**config.mk**
```make
export PLATFORM = sky130hd
export DESIGN_NAME = serial_word_loader
export DESIGN_NICKNAME = d
export VERILOG_FILES = /design/src/rtl/swl_pkg.sv /design/src/rtl/swl_shift_reg.sv /design/src/rtl/serial_word_loader.sv
export SDC_FILE = /design/constraint.sdc
export NUM_CORES = 1
export LEC_CHECK = 0
export CORE_MARGIN = 2
export CORE_UTILIZATION = 30
export DETAILED_ROUTE_END_ITERATION = 10
export GPL_TIMING_DRIVEN = 0
export HOLD_SLACK_MARGIN = 0.12
export MAX_ROUTING_LAYER = met4
export SYNTH_ARGS = -nofsm -noshare
export SYNTH_HDL_FRONTEND = slang
export SYNTH_HIERARCHICAL = 1
export SYNTH_SLANG_ARGS = --single-unit
```
**constraint.sdc**
```tcl
create_clock -name clk -period 3.53 [get_ports clk]
set_input_delay 0.5295 -clock clk [delete_from_list [all_inputs] [get_ports clk]]
set_output_delay 0.5295 -clock clk [all_outputs]
set_load 0.02 [all_outputs]
```
**src/rtl/swl_pkg.sv**
```systemverilog
// Shared definitions for the serial word loader: FSM state encoding and default word width.
package swl_pkg;

  typedef enum logic [1:0] {
    IDLE  = 2'd0,
    SHIFT = 2'd1,
    PAR   = 2'd2,
    LOAD  = 2'd3
  } swl_state_t;

  localparam int SWL_DEFAULT_WIDTH = 16;

endpackage

```
**src/rtl/swl_shift_reg.sv**
```systemverilog
// Shadow register that collects serial bits; MSB_FIRST selects which end the first bit ends up at.
module swl_shift_reg #(
  parameter int WIDTH     = 16,
  parameter bit MSB_FIRST = 1'b1
) (
  input  logic             clk,
  input  logic             reset,
  input  logic             shift_en,
  input  logic             serial_in,
  output logic [WIDTH-1:0] parallel_out
);

  logic [WIDTH-1:0] shadow;

  // Shifting in at the LSB walks the first bit up to the MSB after WIDTH shifts, and vice versa.
  generate
    if (MSB_FIRST) begin : g_msb_first
      always_ff @(posedge clk or negedge reset) begin
        if (!reset)
          shadow <= '0;
        else if (shift_en)
          shadow <= {shadow[WIDTH-2:0], serial_in};
      end
    end else begin : g_lsb_first
      always_ff @(posedge clk or negedge reset) begin
        if (!reset)
          shadow <= '0;
        else if (shift_en)
          shadow <= {serial_in, shadow[WIDTH-1:1]};
      end
    end
  endgenerate

  assign parallel_out = shadow;

endmodule

```
**src/rtl/serial_word_loader.sv**
```systemverilog
// Deserialises a start-framed bit stream into a word and strobes it into the holding register.
// Optional even-parity check on a trailing bit is enabled by defining PARITY_CHECK_EN.
import swl_pkg::*;

module serial_word_loader #(
  parameter int WIDTH     = SWL_DEFAULT_WIDTH,
  parameter bit MSB_FIRST = 1'b1
) (
  input  logic             clk,
  input  logic             reset,
  input  logic             start,
  input  logic             abort,
  input  logic             serial_in,
  input  logic             serial_valid,
  output logic [WIDTH-1:0] write_data,
  output logic             write_enable,
  output logic             busy,
  output logic             parity_err
);

  localparam int CNT_W = $clog2(WIDTH + 1);
  localparam logic [CNT_W-1:0] LAST_BIT = CNT_W'(WIDTH - 1);

`ifdef PARITY_CHECK_EN
  localparam swl_state_t AFTER_DATA = PAR;
`else
  localparam swl_state_t AFTER_DATA = LOAD;
`endif

  swl_state_t       state, state_next;
  logic [CNT_W-1:0] bit_cnt, bit_cnt_next;
  logic             shift_en;
  logic             load_fire;
  logic [WIDTH-1:0] shadow;

`ifdef PARITY_CHECK_EN
  logic par_fail;
  logic parity_acc;
  logic parity_err_q;
`endif

  swl_shift_reg #(
    .WIDTH     (WIDTH),
    .MSB_FIRST (MSB_FIRST)
  ) u_shift_reg (
    .clk          (clk),
    .reset        (reset),
    .shift_en     (shift_en),
    .serial_in    (serial_in),
    .parallel_out (shadow)
  );

  always_ff @(posedge clk or negedge reset) begin
    if (!reset) begin
      state        <= IDLE;
      bit_cnt      <= '0;
      write_data   <= '0;
      write_enable <= 1'b0;
    end else begin
      state        <= state_next;
      bit_cnt      <= bit_cnt_next;
      write_enable <= load_fire;
      if (load_fire)
        write_data <= shadow;
    end
  end

  // Abort takes priority everywhere except IDLE, including over the final bit and the LOAD strobe.
  always_comb begin
    state_next   = state;
    bit_cnt_next = bit_cnt;
    shift_en     = 1'b0;
    load_fire    = 1'b0;
`ifdef PARITY_CHECK_EN
    par_fail     = 1'b0;
`endif
    case (state)
      IDLE: begin
        if (start) begin
          state_next   = SHIFT;
          bit_cnt_next = '0;
        end
      end
      SHIFT: begin
        if (abort) begin
          state_next   = IDLE;
          bit_cnt_next = '0;
        end else if (serial_valid) begin
          shift_en     = 1'b1;
          bit_cnt_next = bit_cnt + 1'b1;
          if (bit_cnt == LAST_BIT)
            state_next = AFTER_DATA;
        end
      end
`ifdef PARITY_CHECK_EN
      PAR: begin
        if (abort) begin
          state_next   = IDLE;
          bit_cnt_next = '0;
        end else if (serial_valid) begin
          bit_cnt_next = '0;
          if (serial_in == parity_acc) begin
            state_next = LOAD;
          end else begin
            state_next = IDLE;
            par_fail   = 1'b1;
          end
        end
      end
`endif
      LOAD: begin
        state_next   = IDLE;
        bit_cnt_next = '0;
        load_fire    = !abort;
      end
      default: begin
        state_next   = IDLE;
        bit_cnt_next = '0;
      end
    endcase
  end

  assign busy = (state != IDLE);

`ifdef PARITY_CHECK_EN
  // Running XOR of the data bits equals the even-parity bit the sender must append.
  always_ff @(posedge clk or negedge reset) begin
    if (!reset) begin
      parity_acc   <= 1'b0;
      parity_err_q <= 1'b0;
    end else begin
      if (state == IDLE)
        parity_acc <= 1'b0;
      else if (shift_en)
        parity_acc <= parity_acc ^ serial_in;
      if (par_fail)
        parity_err_q <= 1'b1;
    end
  end

  assign parity_err = parity_err_q;
`else
  assign parity_err = 1'b0;
`endif

endmodule
```
### Word level (Yosys, flattened, before mapping)

Index checks and enable logic that the tools add are counted.

| word-level totals | value |
|---|---|
| output and inout port bits | 19 |
| word-level logic and storage cells | 30 |
| bits in registers | 40 |

| operators by class | value |
|---|---|
| add/subtract/negate cells | 1 |
| equality and inequality tests | 6 |
| mux-type cells | 13 |
| reduce and logical (&&, ||, !) cells | 5 |

Operator list:

| operator | number |
|---|---|
| $mux 5 | 3 |
| $pmux 5 s2 | 1 |
| $mux 2 | 4 |
| $ne 3x3->1 const B | 2 |
| $add 5x1->5 const B | 1 |
| $eq 5x4->1 const B | 1 |
| $mux 1 | 4 |
| $pmux 2 s2 | 1 |
| $reduce_and 3->1 | 1 |
| $eq 2x1->1 const B | 1 |
| $eq 2x2->1 const B | 1 |
| $logic_not 2->1 | 1 |
| $ne 2x2->1 const B | 1 |
| $reduce_and 2->1 | 1 |
| $reduce_bool 2->1 | 1 |
| $logic_not 1->1 | 1 |

### Depth between registers and ports, before layout

Gate-level depths: netlist (run 1).

| depth | value |
|---|---|
| depth after elaboration | 5 |
| gate-level depth with buffers | 6 |
| depth with buffers taken out | 5 |

### Cells and area by module

The synthesis (run 1) kept the hierarchy.

By module, submodules not included:

| module | cells an instance | instances | area each (um^2) |
|---|---|---|---|
| serial_word_loader | 73 | 1 | 1,043.5 |
| swl_shift_reg | 34 | 1 | 649.4 |

### Worst setup path after synthesis (run 1)

OpenSTA, ideal clock, no wires.

| path | value |
|---|---|
| path type | in2reg |
| start point | input abort |
| end point | register u_shift_reg.shadow[10] (netlist: u_shift_reg/parallel_out[10]) |
| library setup time | 0.125 ns |
| stages on the path | 6 |
| data required time | 3.405 ns |
| data arrival time | 1.666 ns |
| slack | 1.739 ns |
| path buffers | 3 |
| cell sequence | and2b_4 > and3b_1 > clkbuf_1 > buf_6 > buf_12 > mux2_4 |

| between the ends | value |
|---|---|
| longest elaborated chain between the ends | 2 |

Ends and longest elaborated chain:

| element | RTL line | text |
|---|---|---|
| from (decl) | serial_word_loader.sv:12 | `input logic abort,` |
| $mux 1 | serial_word_loader.sv:85 | `if (abort) begin` |
| $mux 1 | serial_word_loader.sv:77 | `case (state)` |
| net shift_en | serial_word_loader.sv:32 | `logic shift_en;` |
| to (signal assigned) | swl_shift_reg.sv:22 | `shadow <= {shadow[WIDTH-2:0], serial_in};` |
| to (decl) | swl_shift_reg.sv:13 | `logic [WIDTH-1:0] shadow;` |

The timed path passes the listed nets, and every way through them passes these cells.
A chain may end at the register's enable or synchronous reset.

### Worst setup path after layout (run 1)

| path | value |
|---|---|
| start point | register state[1] |
| end point | output busy |

| between the ends | value |
|---|---|
| longest elaborated chain between the ends | 1 |

Ends and longest elaborated chain:

| element | RTL line | text |
|---|---|---|
| from (decl) | serial_word_loader.sv:30 | `swl_state_t state, state_next;` |
| from (signal assigned) | serial_word_loader.sv:60 | `state <= state_next;` |
| $reduce_bool 2->1 | serial_word_loader.sv:123 | `assign busy = (state != IDLE);` |
| to (decl) | serial_word_loader.sv:17 | `output logic busy,` |

Every way passes these cells.

==> impl_metrics.tcl, run 1 <==
set metrics [dict create \
    outcome "finished, final reports clean" \
    wl_per_cell_um 13.2 \
    ctsResizeCount 0 \
    synth_ff_type "dfrtp_1" \
    cp-startpoint "state[1]$_DFFE_PN0P_" \
    worstSetupPathType "reg2out" \
    root_buffer "clkbuf_8" \
    drtIter0Drc 26 \
    synth_edf_count 0 \
    synth_area_leaders "dfrtp_1 59%, mux2_4 17%, mux2_2 8.6%, ha_1 1.5%, buf_6 1.3%" \
    clock_skew_ns 0.00707 \
    relSlewSlack 0.432 \
    gp_congestion 0.738 \
    finalNetCount 145 \
    finalCritPeriodShare 0.613 \
    wl_um 2760 \
    syn_to_final_growth_pct 25.0 \
    hold_violations 0 \
    drc 0 \
    hpwl_um 1910 \
    overflow 0 \
    p_per_area_nw_per_um2 485 \
    cts_max_level 2 \
    grt_max_degree 41 \
    endpoint_kind "output pin" \
    worstSkewPairLatency_ns 0.29 \
    grt_pass1_vias 983 \
    worst_slew_pin_slew_ns 0.851 \
    yosys.area.top_type_share 0.591 \
    io_pins 25 \
    synth_seq_cells 40 \
    synth_area_um2 1690 \
    critPathMaxFanout 7 \
    cts.hold.buffers_added 0 \
    setup_viol 0 \
    rsz0062_at_grt "no" \
    layout_commonest_cell "dfrtp_1" \
    synth.avg_cell_area_um2 15.8 \
    io_buffers 23 \
    first_pass_iters 3 \
    synthArstFlopShare 1.00 \
    fin_ws_ns 1.37 \
    viasPerCell 4.38 \
    r2r_start "state[0]$_DFFE_PN0P_" \
    maxSlewViolCount 0 \
    start_kind "register" \
    rows 27 \
    drive_above_1_share 0.348 \
    antenna_found_initial 0 \
    whs_ns 0.338 \
    routed-via-count 919 \
    antennaDiodeCount 0 \
    clockBufferDepth 2 \
    cts_setup_buffers 0 \
    synth_cells 107 \
    cts.sinks 40 \
    grt_pass1_wl_um 4730 \
    worstPathArrival_ns 1.63 \
    die_w_um 79.1 \
    ys_types 29 \
    peakVddDrop_mv 0.231 \
    yosysSeqAreaShare 0.591 \
    cts_tree "yes" \
    coreArea_um2 5470 \
    numCtsBuffers 5 \
    fmax_ghz 0.463 \
    synth_nets 115 \
    die_y_um 79.1 \
    min_period_ns 2.16 \
    layout_common_cells "40 x dfrtp_1, 22 x clkdlybuf4s50_1, 19 x mux2_4" \
    leakagePower_uw 0.00105 \
    initial_core_util 0.309 \
    die_area_um2 6260 \
    setup-tns-final_ns 0 \
    crit_required_ns 3.00 \
    grt.total_usage 0.103 \
    cap_viol_max_count 0 \
    drtAntennaViolNets 0 \
    yosys_warnings 6 \
    path_clk_slew_ns 0.08 \
    min_path_type "in2async" \
    yosys.area.top_type "dfrtp_1" \
    ff2ff_path_depth 6 \
    pre_cts_ws_ns 1.15 \
]
## synth_stat cells, types with 2 or more instances
cell and count:
dfrtp_1 40, mux2_4 19, mux2_2 13, inv_1 3
a21oi_1 2, a22o_1 2, buf_6 2, ha_1 2
nor2_1 2, o21ai_0 2, or3_1 2
## cell families after synthesis
| family | after synthesis | share of synthesized area |
|---|---|---|
| mux | 33 | 0.262 |
| other cells | 1 | 0.00222 |
| fa+ha+maj | 2 | 0.0148 |
| flops | 40 | 0.591 |
| compound gates | 8 | 0.0325 |
| simple gates | 15 | 0.0591 |
| buf+inv | 8 | 0.0384 |
## through the flow
step	cell area, um2	util	total power, uW	cells
floorplan	1690	-	633	107
global placement	2010	0.368	667	202
detailed placement	2010	0.367	674	202
CTS	2120	0.387	1040	210
global route	2120	0.387	1080	210
finish	2120	0.387	1030	210
## metal layers
| metal | up-vias | track usage | wire [um] | share of wire |
|---|---|---|---|---|
| met5 | - | - | 0 | 0 |
| met2 | 24 | 0.158 | 1340 | 0.48 |
| met3 | 6 | 0.0284 | 109 | 0.039 |
| met1 | 458 | 0.123 | 1260 | 0.45 |
| met4 | 0 | 0.0569 | 59 | 0.021 |
| li1 | 431 | - | - | - |
## power by group
part / switching [uW] / internal (uW)
combinational: 40.6 / 75.0
sequential: 39.5 / 508
clock: 154 / 210
total: 235 / 792
## sequential cells by signal, summed over array words and instances (netlist names)
name                      cells
write_enable                  1
u_shift_reg/parallel_out     16
state                         2
bit_cnt                       5
write_data                   16
## critical path: stages, from the launching register on
cell	delay [ns]
dfrtp_1	0.46
or2_2	0.33
clkdlybuf4s50_1	0.56
## area by class of cell
type | count | area [um2]
plain buffers | 5 | 53.8
clock buffers | 6 | 72.6
clock inverters | 2 | 35.0
fillers | 516 | 3360
inverters | 3 | 11.3
multi-input cells | 59 | 627
flip-flops and latches | 40 | 1000
well taps | 72 | 90.1
repair buffers | 23 | 225
## final timing paths
kind                                                            to  slack [ns]
hold reg to reg                         write_data[14]$_DFFE_PN0P_        0.51
setup / recovery                                              busy        1.37
hold / removal                          write_data[11]$_DFFE_PN0P_        0.34
min in group clk                        write_data[14]$_DFFE_PN0P_        0.51
max in group asynchronous  u_shift_reg/parallel_out[0]$_DFFE_PN0P_        2.65
setup reg to reg           u_shift_reg/parallel_out[4]$_DFFE_PN0P_        1.79
(Power assumes the default switching activity.)
==> inputs of run 2 (changes only) <==
clock period = 1.9 ns   (was 3.53 ns; I/O delays follow)
==> run 2 against run 1 <==
  * Combinational power is 83% higher
  * Utilization fell by 0.091 points
  * Hold slack got worse by 0.24 ns
  * Clock power increased by 86%
  * Cell area is 0.24% lower
  * Sequential share of layout area up 0.11 points
  * Highest routed layer unchanged
  * Power increased by 85%
  * Largest cell class unchanged
  * Non-clock buffer count fell by 1
  * Global-route usage stayed put
==> impl_metrics.tcl, run 2 (synthesized netlist as in run 1, its figures left out) <==
set metrics [dict create \
    outcome "finished, final reports clean" \
    finalNetCount 144 \
    overflow 0 \
    relSlewSlack 0.432 \
    cts.hold.buffers_added 0 \
    rsz0062_at_grt "no" \
    critPathMaxFanout 10 \
    sw_frac_of_total 0.228 \
    worstPathArrival_ns 1.91 \
    power_frac_seq 0.534 \
    r2r_start "state[0]$_DFFE_PN0P_" \
    worstSkewPairLatency_ns 0.29 \
    dpl_cell_area_um2 2010 \
    fin_ws_ns 0.164 \
    root_buffer "clkbuf_8" \
    dp.cells 202 \
    fin_cells 209 \
    gp_congestion 0.738 \
    io_buffers 23 \
    maxSlewViolCount 0 \
    io_pins 25 \
    ctsResizeCount 1 \
    die_y_um 79.1 \
    cp-startpoint "abort" \
    setup_viol 0 \
    drtAntennaViolNets 0 \
    layout_common_cells "40 x dfrtp_1, 21 x clkdlybuf4s50_1, 19 x mux2_4" \
    clock_skew_ns 0.00694 \
    routed-via-count 917 \
    wl_per_cell_um 13.2 \
    viasPerCell 4.39 \
    setup-tns-final_ns 0 \
    numCtsBuffers 5 \
    intPower_uw 1470 \
    leakagePower_uw 0.00105 \
    path_clk_slew_ns 0.08 \
    cts.sinks 40 \
    drc 0 \
    grt_pass1_vias 983 \
    min_path_type "in2async" \
    drive_above_1_share 0.350 \
    p_clk_frac 0.355 \
    initial_core_util 0.309 \
    cts_max_level 2 \
    worstSetupPathType "in2reg" \
    die_area_um2 6260 \
    start_kind "input pin" \
    peakVddDrop_mv 0.428 \
    finalCritPeriodShare 0.914 \
    endpoint_kind "register" \
    hpwl_um 1910 \
    antennaDiodeCount 0 \
    fmax_ghz 0.576 \
    clockBufferDepth 2 \
    syn_to_final_growth_pct 24.7 \
    antenna_found_initial 0 \
    layout_commonest_cell "dfrtp_1" \
    whs_ns 0.0939 \
    power_frac_comb 0.111 \
    cts_tree "yes" \
    cts_setup_buffers 0 \
    coreArea_um2 5470 \
    die_w_um 79.1 \
    min_period_ns 1.74 \
    hold_violations 0 \
    drtIter0Drc 30 \
    design_area_um2 2110 \
    grt.total_usage 0.103 \
    rows 27 \
    switchingPower_uw 435 \
    grt_pass1_wl_um 4730 \
    pre_cts_ws_ns -0.235 \
    grt_max_degree 41 \
    r2r_setup_slack_ns 0.25 \
    worst_slew_pin_slew_ns 0.851 \
    first_pass_iters 3 \
    cap_viol_max_count 0 \
    crit_required_ns 2.07 \
    wl_um 2770 \
    p_per_area_nw_per_um2 902 \
]
-- run 2: changes by cell type in the layout (fill, tap and decap cells not counted), sizes merged --
cell | before | now
dlygate4sd2 | 0 | 1
clkbuf | 7 | 6
clkdlybuf4s50 | 22 | 21
-- run 2: metal layers --
layer,up-vias,routed length (um),GRT usage
met3,6,110,0.0284
met2,24,1340,0.158
met1,458,1250,0.123
li1,429,-,-
met5,-,0,-
met4,0,59,0.0569
-- run 2: final timing paths --
check / depth (start not counted) / to
min in group clk: 1 / u_shift_reg/parallel_out[15]$_DFFE_PN0P_
worst max-delay path: 6 / u_shift_reg/parallel_out[4]$_DFFE_PN0P_
max in group asynchronous: 1 / u_shift_reg/parallel_out[0]$_DFFE_PN0P_
worst min-delay path: 1 / write_data[11]$_DFFE_PN0P_
worst min register to register: 1 / u_shift_reg/parallel_out[15]$_DFFE_PN0P_
worst max register to register: 5 / u_shift_reg/parallel_out[4]$_DFFE_PN0P_
-- run 2: stage by stage --
step / total power (uW) / utilization
floorplan: 1180 / -
global placement: 1240 / 0.368
detailed placement: 1250 / 0.367
CTS: 1930 / 0.386
global route: 2000 / 0.386
finish: 1900 / 0.386
-- run 2: final cells by class --
type	instances	area, um2
plain buffers	4	50.0
clock buffers	6	72.6
clock inverters	2	35.0
fillers	519	3360
inverters	3	11.3
multi-input cells	59	627
flip-flops and latches	40	1000
well taps	72	90.1
repair buffers	23	224
-- run 2: power by group through the flow --
stage	clock network, uW	logic, uW	registers, uW
global route	739	233	1030
finish	676	212	1020
global placement	0	211	1030
CTS	697	216	1020
floorplan	0	168	1010
detailed placement	0	218	1030
-- run 2: worst max-delay path: stages --
cell and delay, ns:
clkdlybuf4s50_1 0.44, and2b_4 0.29, and3b_1 0.27, buf_6 0.17, buf_12 0.15, mux2_4 0.30
